### src/rtl/ethernet_pkg.sv
// Shared encodings for the CSMA/CD frame transmitter: channel symbols, LLC status,
// request levels and the transmitter state type.
package ethernet_pkg;

  localparam logic [1:0] SYM_JAM = 2'd0;
  localparam logic [1:0] SYM_F   = 2'd1;
  localparam logic [1:0] SYM_ND  = 2'd2;

  localparam logic [1:0] ST_FAIL    = 2'd0;
  localparam logic [1:0] ST_SUCCESS = 2'd1;
  localparam logic [1:0] ST_NA      = 2'd2;

  localparam logic REQ   = 1'b1;
  localparam logic NOREQ = 1'b0;

  typedef enum logic [2:0] {
    IDLE, DEFER, TX, WAIT, JAM, BACKOFF, DONE, HOLD
  } ft_state_t;

endpackage

### src/rtl/backoff_lfsr.sv
// Free-running Fibonacci LFSR (x^16+x^14+x^13+x^11+1 for WIDTH=16) feeding backoff slot
// selection; an all-zero seed would lock up, so it is replaced by 1.
module backoff_lfsr #(
  parameter int unsigned      WIDTH = 16,
  parameter logic [WIDTH-1:0] SEED  = WIDTH'(16'hACE1)
) (
  input  logic             clk,
  input  logic             rst,
  output logic [WIDTH-1:0] value
);

  localparam logic [WIDTH-1:0] RST_VAL = (SEED == '0) ? WIDTH'(1) : SEED;

  logic [WIDTH-1:0] value_q, value_d;

  always_comb begin
    value_d = {value_q[WIDTH-2:0],
               value_q[WIDTH-1] ^ value_q[WIDTH-3] ^ value_q[WIDTH-4] ^ value_q[WIDTH-6]};
  end

  always_ff @(posedge clk or posedge rst) begin
    if (rst) value_q <= RST_VAL;
    else     value_q <= value_d;
  end

  assign value = value_q;

endmodule

### src/rtl/csma_frame_tx.sv
// CSMA/CD frame transmitter: defers on carrier, sends a frame, jams on collision and
// retries with truncated binary exponential backoff until Success or Fail.
module csma_frame_tx
  import ethernet_pkg::*;
#(
  parameter int unsigned FRAME_LEN    = 4,
  parameter int unsigned JAM_LEN      = 2,
  parameter int unsigned IFG          = 2,
  parameter int unsigned PROP_WIN     = 4,
  parameter int unsigned MAX_ATTEMPTS = 4,
  parameter int unsigned BACKOFF_CAP  = 3,
  parameter int unsigned SLOT         = 1,
  parameter logic [15:0] LFSR_SEED    = 16'hACE1
) (
  input  logic       clk,
  input  logic       rst,
  input  logic       req,
  output logic [1:0] ack,
  output logic [1:0] sym_out,
  input  logic       cs,
  input  logic       cd,
  output logic       busy,
  output logic [3:0] attempts
);

  localparam int unsigned GW     = $clog2(IFG) + 1;
  localparam int unsigned TW     = $clog2(FRAME_LEN) + 1;
  localparam int unsigned WW     = $clog2(PROP_WIN) + 1;
  localparam int unsigned JW     = $clog2(JAM_LEN) + 1;
  localparam int unsigned BO_MAX = ((32'd1 << BACKOFF_CAP) - 32'd1) * SLOT;
  localparam int unsigned BW     = $clog2(BO_MAX) + 1;

  ft_state_t     state_q, state_d;
  logic [GW-1:0] gap_q, gap_d;
  logic [TW-1:0] tx_q, tx_d;
  logic [WW-1:0] wait_q, wait_d;
  logic [JW-1:0] jam_q, jam_d;
  logic [BW-1:0] bo_q, bo_d;
  logic [1:0]    sym_q, sym_d, ack_q, ack_d;
  logic          busy_q, busy_d;
  logic [3:0]    att_q, att_d, att_inc, bo_exp;
  logic [15:0]   lfsr_val;
  logic [31:0]   bo_load;

  backoff_lfsr #(
    .WIDTH (16),
    .SEED  (LFSR_SEED)
  ) u_lfsr (
    .clk   (clk),
    .rst   (rst),
    .value (lfsr_val)
  );

  // Backoff length for the attempt that is about to be counted: LFSR low bits, exponent capped.
  always_comb begin
    att_inc = att_q + 4'd1;
    bo_exp  = (32'(att_inc) > BACKOFF_CAP) ? 4'(BACKOFF_CAP) : att_inc;
    bo_load = (32'(lfsr_val) & ((32'd1 << bo_exp) - 32'd1)) * SLOT;
  end

  always_comb begin
    state_d = state_q;
    gap_d   = gap_q;
    tx_d    = tx_q;
    wait_d  = wait_q;
    jam_d   = jam_q;
    bo_d    = bo_q;
    sym_d   = SYM_ND;
    ack_d   = ST_NA;
    att_d   = att_q;
    unique case (state_q)
      IDLE: begin
        if (req == REQ) begin
          state_d = DEFER;
          gap_d   = '0;
        end
      end
      DEFER: begin
        if (cs) begin
          gap_d = '0;
        end else begin
          gap_d = gap_q + 1'b1;
          if (gap_d == GW'(IFG)) begin
            state_d = TX;
            sym_d   = SYM_F;
            tx_d    = TW'(1);
          end
        end
      end
      TX: begin
        if (cd) begin
          state_d = JAM;
          sym_d   = SYM_JAM;
          jam_d   = JW'(1);
        end else if (tx_q == TW'(FRAME_LEN)) begin
          state_d = WAIT;
          wait_d  = WW'(1);
        end else begin
          sym_d = SYM_F;
          tx_d  = tx_q + 1'b1;
        end
      end
      WAIT: begin
        if (cd) begin
          state_d = JAM;
          sym_d   = SYM_JAM;
          jam_d   = JW'(1);
        end else if (wait_q == WW'(PROP_WIN)) begin
          state_d = DONE;
          ack_d   = ST_SUCCESS;
          att_d   = '0;
        end else begin
          wait_d = wait_q + 1'b1;
        end
      end
      JAM: begin
        if (jam_q == JW'(JAM_LEN)) begin
          att_d = att_inc;
          if (att_inc == 4'(MAX_ATTEMPTS)) begin
            state_d = DONE;
            ack_d   = ST_FAIL;
            att_d   = '0;
          end else if (bo_load == 32'd0) begin
            state_d = DEFER;
            gap_d   = '0;
          end else begin
            state_d = BACKOFF;
            bo_d    = BW'(bo_load);
          end
        end else begin
          sym_d = SYM_JAM;
          jam_d = jam_q + 1'b1;
        end
      end
      BACKOFF: begin
        if (bo_q == BW'(1)) begin
          state_d = DEFER;
          gap_d   = '0;
        end else begin
          bo_d = bo_q - 1'b1;
        end
      end
      DONE:    state_d = HOLD;
      HOLD:    state_d = IDLE;
      default: state_d = IDLE;
    endcase
    busy_d = (state_d != IDLE) && (state_d != HOLD);
  end

  always_ff @(posedge clk or posedge rst) begin
    if (rst) begin
      state_q <= IDLE;
      gap_q   <= '0;
      tx_q    <= '0;
      wait_q  <= '0;
      jam_q   <= '0;
      bo_q    <= '0;
      sym_q   <= SYM_ND;
      ack_q   <= ST_NA;
      busy_q  <= 1'b0;
      att_q   <= '0;
    end else begin
      state_q <= state_d;
      gap_q   <= gap_d;
      tx_q    <= tx_d;
      wait_q  <= wait_d;
      jam_q   <= jam_d;
      bo_q    <= bo_d;
      sym_q   <= sym_d;
      ack_q   <= ack_d;
      busy_q  <= busy_d;
      att_q   <= att_d;
    end
  end

  assign sym_out  = sym_q;
  assign ack      = ack_q;
  assign busy     = busy_q;
  assign attempts = att_q;

endmodule

### config.mk
export PLATFORM = sky130hd
export DESIGN_NAME = csma_frame_tx
export DESIGN_NICKNAME = d
export VERILOG_FILES = /design/src/rtl/ethernet_pkg.sv /design/src/rtl/backoff_lfsr.sv /design/src/rtl/csma_frame_tx.sv
export SDC_FILE = /design/constraint.sdc
export NUM_CORES = 1
export LEC_CHECK = 0
export ABC_AREA = 1
export CAP_MARGIN = 15
export CORE_MARGIN = 3
export CORE_UTILIZATION = 61
export CTS_BUF_LIST = sky130_fd_sc_hd__clkbuf_4 sky130_fd_sc_hd__clkbuf_8
export DETAILED_ROUTE_END_ITERATION = 12
export PLACE_DENSITY = 0.78
export SKIP_CTS_REPAIR_TIMING = 1
export SLEW_MARGIN = 40
export SYNTH_ARGS = -nofsm -noshare
export SYNTH_HDL_FRONTEND = slang
export SYNTH_HIERARCHICAL = 1
export SYNTH_SLANG_ARGS = --single-unit
### constraint.sdc
create_clock -name clk -period 2.5 [get_ports clk]
set_input_delay 0.5 -clock clk [delete_from_list [all_inputs] [get_ports clk]]
set_output_delay 0.5 -clock clk [all_outputs]
set_load 0.03 [all_outputs]
==> results.sh <==
export IMPL_crit_type="register to register"
export IMPL_r2r_end="bo_q[1]$_DFFE_PP0P_"
export IMPL_cap_violations=0
export IMPL_die_h_um=65.9
export IMPL_synth_nets=269
export IMPL_finalClockSkew_ns=0.00819
export IMPL_worstMarginPinSlew_ns=0.580
export IMPL_drv_slew=0
export IMPL_crit_path_end="bo_q[1]$_DFFE_PP0P_"
export IMPL_worst_path_max_fanout=7
export IMPL_drtIter0Drc=67
export IMPL_grt_max_degree=27
export IMPL_hp_class="register to register"
export IMPL_crit_required_ns=2.79
export IMPL_num_io_pins=14
export IMPL_fillers=258
export IMPL_syn2layout_area_growth_pct=11.0
export IMPL_io_buffers=13
export IMPL_dp_hpwl_mm=2.81
export IMPL_placementRows=21
export IMPL_r2r_start="attempts[0]$_DFFE_PP0P_"
export IMPL_gp_congestion=0.879
export IMPL_clk_pin_slew_ns=0.12
export IMPL_cts_root_buf="clkbuf_4"
export IMPL_cts_sinks=42
export IMPL_setup_tns_ns=0
export IMPL_clock_path_buffers=2
export IMPL_critPathMostFrequentCell="nand2_1"
export IMPL_finalSetupViolations=0
export IMPL_dr_pass1_iters=4
export IMPL_nNetsFinal=284
export IMPL_h_tree_depth=2
export IMPL_startpoint="attempts[0]$_DFFE_PP0P_"
export IMPL_leakage_nw=1.24
export IMPL_ys_warn_count=6
export IMPL_crit_slowest_cell="dfrtp_2"
export IMPL_core_area_um2=3390
export IMPL_fin_crit_sh_pct=93.0
export IMPL_cpPeakStageDelay_ns=0.46
export IMPL_synth_cells=253
export IMPL_grt_overflow_total=0
export IMPL_crit_path_start_kind="register"
export IMPL_clk_latency_ns=0.36
export IMPL_drc=0
export IMPL_die_w_um=65.9
export IMPL_grt_antenna_before_repair=0
export IMPL_status="complete, no violations"
export IMPL_dr_total_vias=1583
export IMPL_hold_viol_final=0
export IMPL_grt_pass1_wl_mm=6.81
export IMPL_slew_headroom_pct=61.3
export IMPL_drt_total_wl_mm=3.75
export IMPL_initial_core_util_pct=64.6
export IMPL_drive_gt1_share_pct=18.2
export IMPL_rrSetupSlack_ns=0.18
export IMPL_grtUsageTotal_pct=20.7
export IMPL_syn_area_per_cell_um2=8.65
export IMPL_drt_antenna_violating_nets=0
export IMPL_grt_pass1_vias=1557
export IMPL_worstPathArrival_ns=2.61
export IMPL_antenna_cells=0
export IMPL_max_freq_mhz=430
export IMPL_cts_tree="done"
export IMPL_vias_per_cell=5.03
export IMPL_wl_per_cell_um=11.9
export IMPL_syn_area_um2=2190
export IMPL_crit_chain="ha_1 -> xnor2_2 -> nand3_2 -> inv_1 -> nand2_1 -> ha_1 -> nor2_2 -> nor2_1 -> nand3_1 -> nand2_1 -> nand2_4 -> nand2_1 -> o21ai_1"
export IMPL_period_needed_ns=2.32
export IMPL_fin_util_pct=71.7
export IMPL_p_per_area_nw_per_um2=1130
export IMPL_cts_buffers_inserted=5
export IMPL_endpoint_kind="register"
export IMPL_r2r_cells=13
export IMPL_peakVddDrop_mv=0.757
export IMPL_dieArea_um2=4340
==> flip-flops by register name (all words and copies together), names as in the netlist, 2 cells and up <==
register and cells:
u_lfsr/value 16, attempts 4, bo_q 4, state_q 3
tx_q 3, wait_q 3, ack 2, gap_q 2
jam_q 2, sym_out 2
==> routing by layer <==
layer	routed length [um]	track usage [%]	vias up
li1	-	-	817
met1	1940	28.4	745
met2	1650	31.5	16
met3	99	5.27	5
met4	66	7.77	0
met5	0	0	-
==> through the flow <==
step | hold slack, ns | setup slack (ns) | instances | power (W) | cell area [um^2]
after floorplan | 0.331 | 0.326 | 253 | 0.00196 | 2190
after global placement | 0.334 | 0.294 | 305 | 0.00225 | 2320
after detailed placement | 0.336 | 0.190 | 305 | 0.00227 | 2320
after CTS | 0.366 | 0.161 | 313 | 0.00273 | 2400
after global routing | 0.371 | -0.0136 | 315 | 0.00299 | 2430
final | 0.364 | 0.176 | 315 | 0.00274 | 2430
==> final cells by class <==
cell class | count | area, um^2 | share of cell area (%)
Sequential cell | 42 | 1070 | 43.9
Multi-Input combinational cell | 159 | 907 | 37.3
Inverter | 44 | 165 | 6.80
Timing Repair Buffer | 16 | 153 | 6.28
Tap cell | 46 | 57.6 | 2.37
Clock inverter | 3 | 43.8 | 1.80
Clock buffer | 5 | 37.5 | 1.54
==> cell usage in the layout (no fill, tap or decap), types with 2 or more instances in the layout <==
cell type,count
nor3_2,2
inv_2,6
nand2_2,6
ha_1,11
dfrtp_1,30
nor2_2,3
nand3_2,5
a21oi_1,3
nor2_1,17
nand3_1,16
o21ai_1,5
nand2_1,53
inv_1,38
xor2_1,3
clkbuf_4,5
o21ai_0,19
buf_4,3
dfrtp_2,2
nand4_1,3
clkdlybuf4s50_1,13
dfstp_2,10
==> report_power, final <==
group          internal, W  total, W  leakage (nW)  switching [W]
clock             0.000212  0.000440        0.0456       0.000228
sequential        0.000854  0.000995         0.513       0.000142
combinational     0.000502   0.00131         0.681       0.000806
==> how the worst min path moves through the flow <==
stage / from / endpoint / slack, ns / cells past startpoint
after detailed placement: u_lfsr/value[8]$_DFF_PP0_ / u_lfsr/value[9]$_DFF_PP0_ / 0.34 / 0
final: u_lfsr/value[5]$_DFF_PP1_ / u_lfsr/value[6]$_DFF_PP1_ / 0.36 / 0
after global routing: u_lfsr/value[5]$_DFF_PP1_ / u_lfsr/value[6]$_DFF_PP1_ / 0.37 / 0
after global placement: u_lfsr/value[3]$_DFF_PP0_ / u_lfsr/value[4]$_DFF_PP0_ / 0.33 / 0
after CTS: u_lfsr/value[5]$_DFF_PP1_ / u_lfsr/value[6]$_DFF_PP1_ / 0.37 / 0
after floorplan: u_lfsr/value[3]$_DFF_PP0_ / u_lfsr/value[4]$_DFF_PP0_ / 0.33 / 0
==> critical path: cells and delay by family (launching register included) <==
kind	cells	cell delay (ns)
AND/OR/NAND/NOR	8	0.79
buffers and inverters	1	0.08
flip-flops	1	0.46
adder cells (fa/ha/maj)	2	0.57
AO/OA/AOI/OAI	1	0.07
XOR/XNOR	1	0.26
Note: power is estimated with default switching activity, not from simulation.
